### config.mk
export PLATFORM = sky130hd
export DESIGN_NAME = gate_tt_sequencer
export DESIGN_NICKNAME = d
export VERILOG_FILES = /design/src/rtl/gate_tt_pkg.sv /design/src/rtl/tt_settle_counter.sv /design/src/rtl/gate_tt_sequencer.sv
export SDC_FILE = /design/constraint.sdc
export NUM_CORES = 1
export LEC_CHECK = 0
export CAP_MARGIN = 10
export CORE_MARGIN = 1
export CORE_UTILIZATION = 48
export CTS_BUF_LIST = sky130_fd_sc_hd__clkbuf_8
export DETAILED_ROUTE_END_ITERATION = 12
export MAX_ROUTING_LAYER = met4
export PLACE_DENSITY = 0.82
export SYNTH_ARGS = -nofsm -noshare
export SYNTH_HDL_FRONTEND = slang
export SYNTH_SLANG_ARGS = --single-unit
export TNS_END_PERCENT = 1
### constraint.sdc
create_clock -name clk -period 1.96 [get_ports clk]
set_clock_uncertainty 0.05 [all_clocks]
set_input_delay 0.49 -clock clk [delete_from_list [all_inputs] [get_ports clk]]
set_output_delay 0.49 -clock clk [all_outputs]
set_load 0.005 [all_outputs]
### src/rtl/gate_tt_pkg.sv
// Shared types and widths for the gate truth-table sequencer.
package gate_tt_pkg;

    localparam int M_W   = 2;
    localparam int TT_W  = 4;
    localparam int CNT_W = 4;

    typedef enum logic [1:0] {
        ST_IDLE   = 2'd0,
        ST_SETTLE = 2'd1,
        ST_SAMPLE = 2'd2,
        ST_DONE   = 2'd3
    } tt_state_e;

    // {mismatch_seen, lowest mismatching minterm}; all zero when mis is clear
    function automatic logic [2:0] first_fail_f(input logic [TT_W-1:0] mis);
        logic [2:0] res;
        res = 3'b000;
        for (int i = TT_W - 1; i >= 0; i--) begin
            if (mis[i]) begin
                res = {1'b1, i[M_W-1:0]};
            end else begin
                res = res;
            end
        end
        return res;
    endfunction

endpackage

### src/rtl/tt_settle_counter.sv
// Settle-time counter: loads a count, decrements while enabled, flags zero.
module tt_settle_counter
    import gate_tt_pkg::*;
(
    input  logic             clk,
    input  logic             reset,
    input  logic             load_i,
    input  logic [CNT_W-1:0] load_val_i,
    input  logic             en_i,
    output logic             term_o
);

    logic [CNT_W-1:0] count_q;

    // count register; load wins over decrement
    always_ff @(posedge clk) begin
        if (reset) begin
            count_q <= '0;
        end else if (load_i) begin
            count_q <= load_val_i;
        end else if (en_i && (count_q != '0)) begin
            count_q <= count_q - {{(CNT_W-1){1'b0}}, 1'b1};
        end else begin
            count_q <= count_q;
        end
    end

    assign term_o = (count_q == '0);

endmodule

### src/rtl/gate_tt_sequencer.sv
// Sweeps the four minterms of an external 2-input gate and compares its table.
// Optional macro TT_FIRST_FAIL_EN adds the first_fail diagnostic output.
module gate_tt_sequencer
    import gate_tt_pkg::*;
#(
    parameter int unsigned SETTLE = 1
) (
    input  logic            clk,
    input  logic            reset,
    input  logic            start,
    input  logic [TT_W-1:0] expected,
    input  logic            s_in,
    output logic            a_out,
    output logic            b_out,
    output logic            busy,
    output logic            done,
    output logic [TT_W-1:0] observed,
    output logic            pass
`ifdef TT_FIRST_FAIL_EN
    ,
    output logic [2:0]      first_fail
`endif
);

    localparam logic [CNT_W-1:0] SETTLE_LD = CNT_W'(SETTLE - 1);
    localparam logic [M_W-1:0]   M_LAST    = {M_W{1'b1}};

    tt_state_e        state_q, state_d;
    logic [M_W-1:0]   m_q, m_d;
    logic [TT_W-1:0]  exp_q, exp_d;
    logic [TT_W-1:0]  obs_q, obs_d;
    logic             pass_q, pass_d;
    logic [2:0]       ff_q, ff_d;
    logic             busy_q, busy_d;
    logic             done_q, done_d;
    logic             a_q, a_d;
    logic             b_q, b_d;
    logic             cnt_load_s, cnt_en_s, cnt_term_s;

    tt_settle_counter u_cnt (
        .clk        (clk),
        .reset      (reset),
        .load_i     (cnt_load_s),
        .load_val_i (SETTLE_LD),
        .en_i       (cnt_en_s),
        .term_o     (cnt_term_s)
    );

    // next-state, datapath updates and registered-output precomputation
    always_comb begin
        state_d    = state_q;
        m_d        = m_q;
        exp_d      = exp_q;
        obs_d      = obs_q;
        pass_d     = pass_q;
        ff_d       = ff_q;
        cnt_load_s = 1'b0;
        cnt_en_s   = 1'b0;
        case (state_q)
            ST_IDLE: begin
                if (start) begin
                    exp_d      = expected;
                    obs_d      = '0;
                    pass_d     = 1'b0;
                    ff_d       = 3'b000;
                    m_d        = '0;
                    cnt_load_s = 1'b1;
                    state_d    = ST_SETTLE;
                end else begin
                    state_d    = ST_IDLE;
                end
            end
            ST_SETTLE: begin
                if (cnt_term_s) begin
                    state_d  = ST_SAMPLE;
                end else begin
                    cnt_en_s = 1'b1;
                end
            end
            ST_SAMPLE: begin
                obs_d[m_q] = s_in;
                if (m_q == M_LAST) begin
                    pass_d  = (obs_d == exp_q);
                    ff_d    = first_fail_f(obs_d ^ exp_q);
                    state_d = ST_DONE;
                end else begin
                    m_d        = m_q + {{(M_W-1){1'b0}}, 1'b1};
                    cnt_load_s = 1'b1;
                    state_d    = ST_SETTLE;
                end
            end
            ST_DONE: begin
                state_d = ST_IDLE;
            end
            default: begin
                state_d = ST_IDLE;
            end
        endcase

        busy_d = (state_d == ST_SETTLE) || (state_d == ST_SAMPLE);
        done_d = (state_d == ST_DONE);
        a_d    = busy_d & m_d[1];
        b_d    = busy_d & m_d[0];
    end

    // state and output registers
    always_ff @(posedge clk) begin
        if (reset) begin
            state_q <= ST_IDLE;
            m_q     <= '0;
            exp_q   <= '0;
            obs_q   <= '0;
            pass_q  <= 1'b0;
            ff_q    <= 3'b000;
            busy_q  <= 1'b0;
            done_q  <= 1'b0;
            a_q     <= 1'b0;
            b_q     <= 1'b0;
        end else begin
            state_q <= state_d;
            m_q     <= m_d;
            exp_q   <= exp_d;
            obs_q   <= obs_d;
            pass_q  <= pass_d;
            ff_q    <= ff_d;
            busy_q  <= busy_d;
            done_q  <= done_d;
            a_q     <= a_d;
            b_q     <= b_d;
        end
    end

    assign a_out    = a_q;
    assign b_out    = b_q;
    assign busy     = busy_q;
    assign done     = done_q;
    assign observed = obs_q;
    assign pass     = pass_q;
`ifdef TT_FIRST_FAIL_EN
    assign first_fail = ff_q;
`endif

endmodule

==> run metrics <==
# hold bufs at CTS=0; Slew @ Worst Pin=317 ps; data required time of the critical path=2060 ps; Overflow after GRT=0; DRC=0; Die W=47.5 um; Vias/cell=5.23; CTS tree=done; number of flops mapped to enable cells by yosys=0; core box area=0.00196 mm^2; num rows=16; sequential fraction of design power=54.2%; fraction of layout cells with a size suffix above 1=15.0%; Reg clk slew, reported paths=70 ps; Hold Crit Depth=2; Hold Vio Cnt, Final=0; crit path max fanout=3; part of the power in combinational logic=12.7%; clock share of power=33.1%; vias in the first global route=766; initial antenna violation count=0; die height=47.5 um; Post-Syn Area per Cell=8.80 um^2; normalized max-slew margin=78.8%; # IOs=17; leading cell types by count after synthesis=dfxtp_1 (21), a21oi_1 (12), nor2_1 (9); fin cells=160; Avg WL per Cell=12.1 um; final setup fails=0; sw frac=23.4%; routed wire length=1930 um; number of CTS-inserted buffers=3; post-route ant nets=0; max-cap violation count=0; latest clock arrival within the worst-skew pair=260 ps; HP Class=reg -> reg; Hold Path Sink=exp_q[0]$_SDFFE_PP0N_; syn nets=123; reg2reg setup slack=90 ps; net switching power figure=0.000195 W; GRT Overall Usage=20.8%; Syn Inst Count=113; pwr dens=664 mW/mm^2; initial DRC count=11; CP Cell Sequence=inv_2, ha_2, or3b_4, nand2b_4, o21ai_2, ha_1, nor2b_1, nor3b_1; top cell type by total area after synthesis=dfxtp_1; nets=144; first-pass GRT wire length=3100 um; Design Area, Final=0.00125 mm^2; Yosys reg bits=21; crit end category=flip-flop; Max stage delay cell, worst path=or3b_4; startpoint types=flip-flop; Synth top area share=42.3%; largest net degree at the start of global routing=13; Pint=0.000636 W; RR Endpoint=a_out$_SDFF_PP0_; initial cell density of the core=50.7%; crit path DAT=1970 ps; Die ar.=0.00226 mm^2; # Post-CTS Setup Buffers=0; RSZ-0062 raised after global routing=false; Syn. warnings=0; FMAX=536 MHz; status=finished clean; Post-synth top flop=dfxtp_1; clk root buf=clkbuf_8; Synth cell types=35; RR Startpoint=u_cnt.count_q[0]$_SDFFE_PP0P_; Synth-to-Final Area Change=25.8%; CTS max path bufs=2; fin crit period=1870 ps; top cells by area, synth=dfxtp_1 (42%), a21oi_1 (6.0%), nand3_1 (4.0%); clk sink count=21; count leader, synth=dfxtp_1; r2r worst-path depth=8; Final Cycle Share=95.3%; area post-placement=0.00120 mm^2; ys async rst share=0%; Setup Total Neg Slack=0 ps; Peak VDD IR=0.459 mV; Post-DP HPWL=1440 um; TritonRoute pass-1 iters=4; fin. max-slew vios=0; # port buffers=16; H-tree Lvls=1; kind of critical path=reg -> reg; ant diodes=0; max incr delay on CP=400 ps; register area share after synthesis=42.3%; dpl cells=156; worst hold start=exp_q[0]$_SDFFE_PP0N_; routability cong.=0.887; Post-Syn Area=995 um^2; Leak Pwr=0.462 nW; Vias=836
## area by class of cell
class                      instances  area [um^2]
clock buffer                       3         41.3
sequential                        21          420
clock inverter                     1         5.00
multi-input combinational         84          542
timing repair buffer              21          198
tap                               27         33.8
inverter                           3         11.3
fill                             184          711
## critical path, delay by kind of cell, from the launching register on
family | cells | cell delay [ps]
and+or+nand+nor | 4 | 840
adders and majority gates | 2 | 420
DFF | 1 | 330
buffers and inverters | 1 | 70
AOI/OAI and AO/OA | 1 | 60
## layout by cell type, fill, tap and decap left out, types with 2 or more instances in the layout
master	count
dfxtp_1	21
clkdlybuf4s50_1	16
a21oi_1	12
nor2_1	9
nand3_1	8
nand2_1	6
nor2b_1	5
nand2b_1	5
o21ai_0	5
buf_4	5
xnor2_1	4
xor2_1	3
o21ai_1	3
clkbuf_8	3
nand2b_4	2
inv_1	2
a2bb2oi_1	2
nor3_1	2
## registers in the layout, summed over array words and instances, names as in the netlist
signal	flops
observed	4
pass	1
u_cnt.count_q	4
a_out	1
exp_q	4
m_q	2
state_q	2
busy	1
done	1
b_out	1
## cell families (layout without fill, tap and decap cells)
family	after synthesis	count (layout)	synth area share (%)
multiplexers	1	1	1.01
XOR/XNOR	7	7	6.16
flip-flops	21	21	42.3
AND/OR/NAND/NOR	45	45	25.7
AO/OA/AOI/OAI	29	29	18.6
adder cells (fa/ha/maj)	2	2	2.52
buffers and inverters	8	28	3.77
## layer usage
metal  vias to the layer above  routed length, um  global-route usage, %
met1                       381                846                   21.5
li1                        427                  -                      -
met5                         -                  0                      -
met3                         8                 51                   3.40
met2                        20                977                   35.6
met4                         0                 58                   14.9
## through the flow
stage / hold WS, ps / utilization, % / power, W / setup slack (ps)
6_report: 444 / 63.8 / 0.000831 / 93.0
5_1_grt: 479 / 63.8 / 0.000878 / 0.234
4_1_cts: 450 / 63.5 / 0.000846 / 56.7
3_5_place_dp: 439 / 61.2 / 0.000566 / 48.5
3_3_place_gp: 430 / 61.2 / 0.000564 / 75.2
2_1_floorplan: 415 / - / 0.000522 / 129
## timing repair
action | 4_1_cts | 5_1_grt
hold endpoints to repair | 0 | 0
gates resized for setup | 0 | 3
endpoints found under the setup margin | 0 | 1
## how the worst max path moves through the flow
stage	from	end	slack, ps	depth (start not counted)
2_1_floorplan	u_cnt.count_q[0]$_SDFFE_PP0P_	a_out$_SDFF_PP0_	130	9
3_3_place_gp	start	a_out$_SDFF_PP0_	80	6
3_5_place_dp	start	a_out$_SDFF_PP0_	50	6
4_1_cts	u_cnt.count_q[0]$_SDFFE_PP0P_	a_out$_SDFF_PP0_	60	8
5_1_grt	u_cnt.count_q[0]$_SDFFE_PP0P_	a_out$_SDFF_PP0_	0.2	8
6_report	u_cnt.count_q[0]$_SDFFE_PP0P_	a_out$_SDFF_PP0_	90	8
## power by group through the flow
stage	combinational (W)	clock, W	sequential, W
3_3_place_gp	0.000104	0	0.000460
3_5_place_dp	0.000106	0	0.000460
6_report	0.000106	0.000275	0.000450
5_1_grt	0.000118	0.000308	0.000452
2_1_floorplan	0.0000645	0	0.000457
4_1_cts	0.000106	0.000290	0.000450
Note: power is estimated with default switching activity, not from simulation.
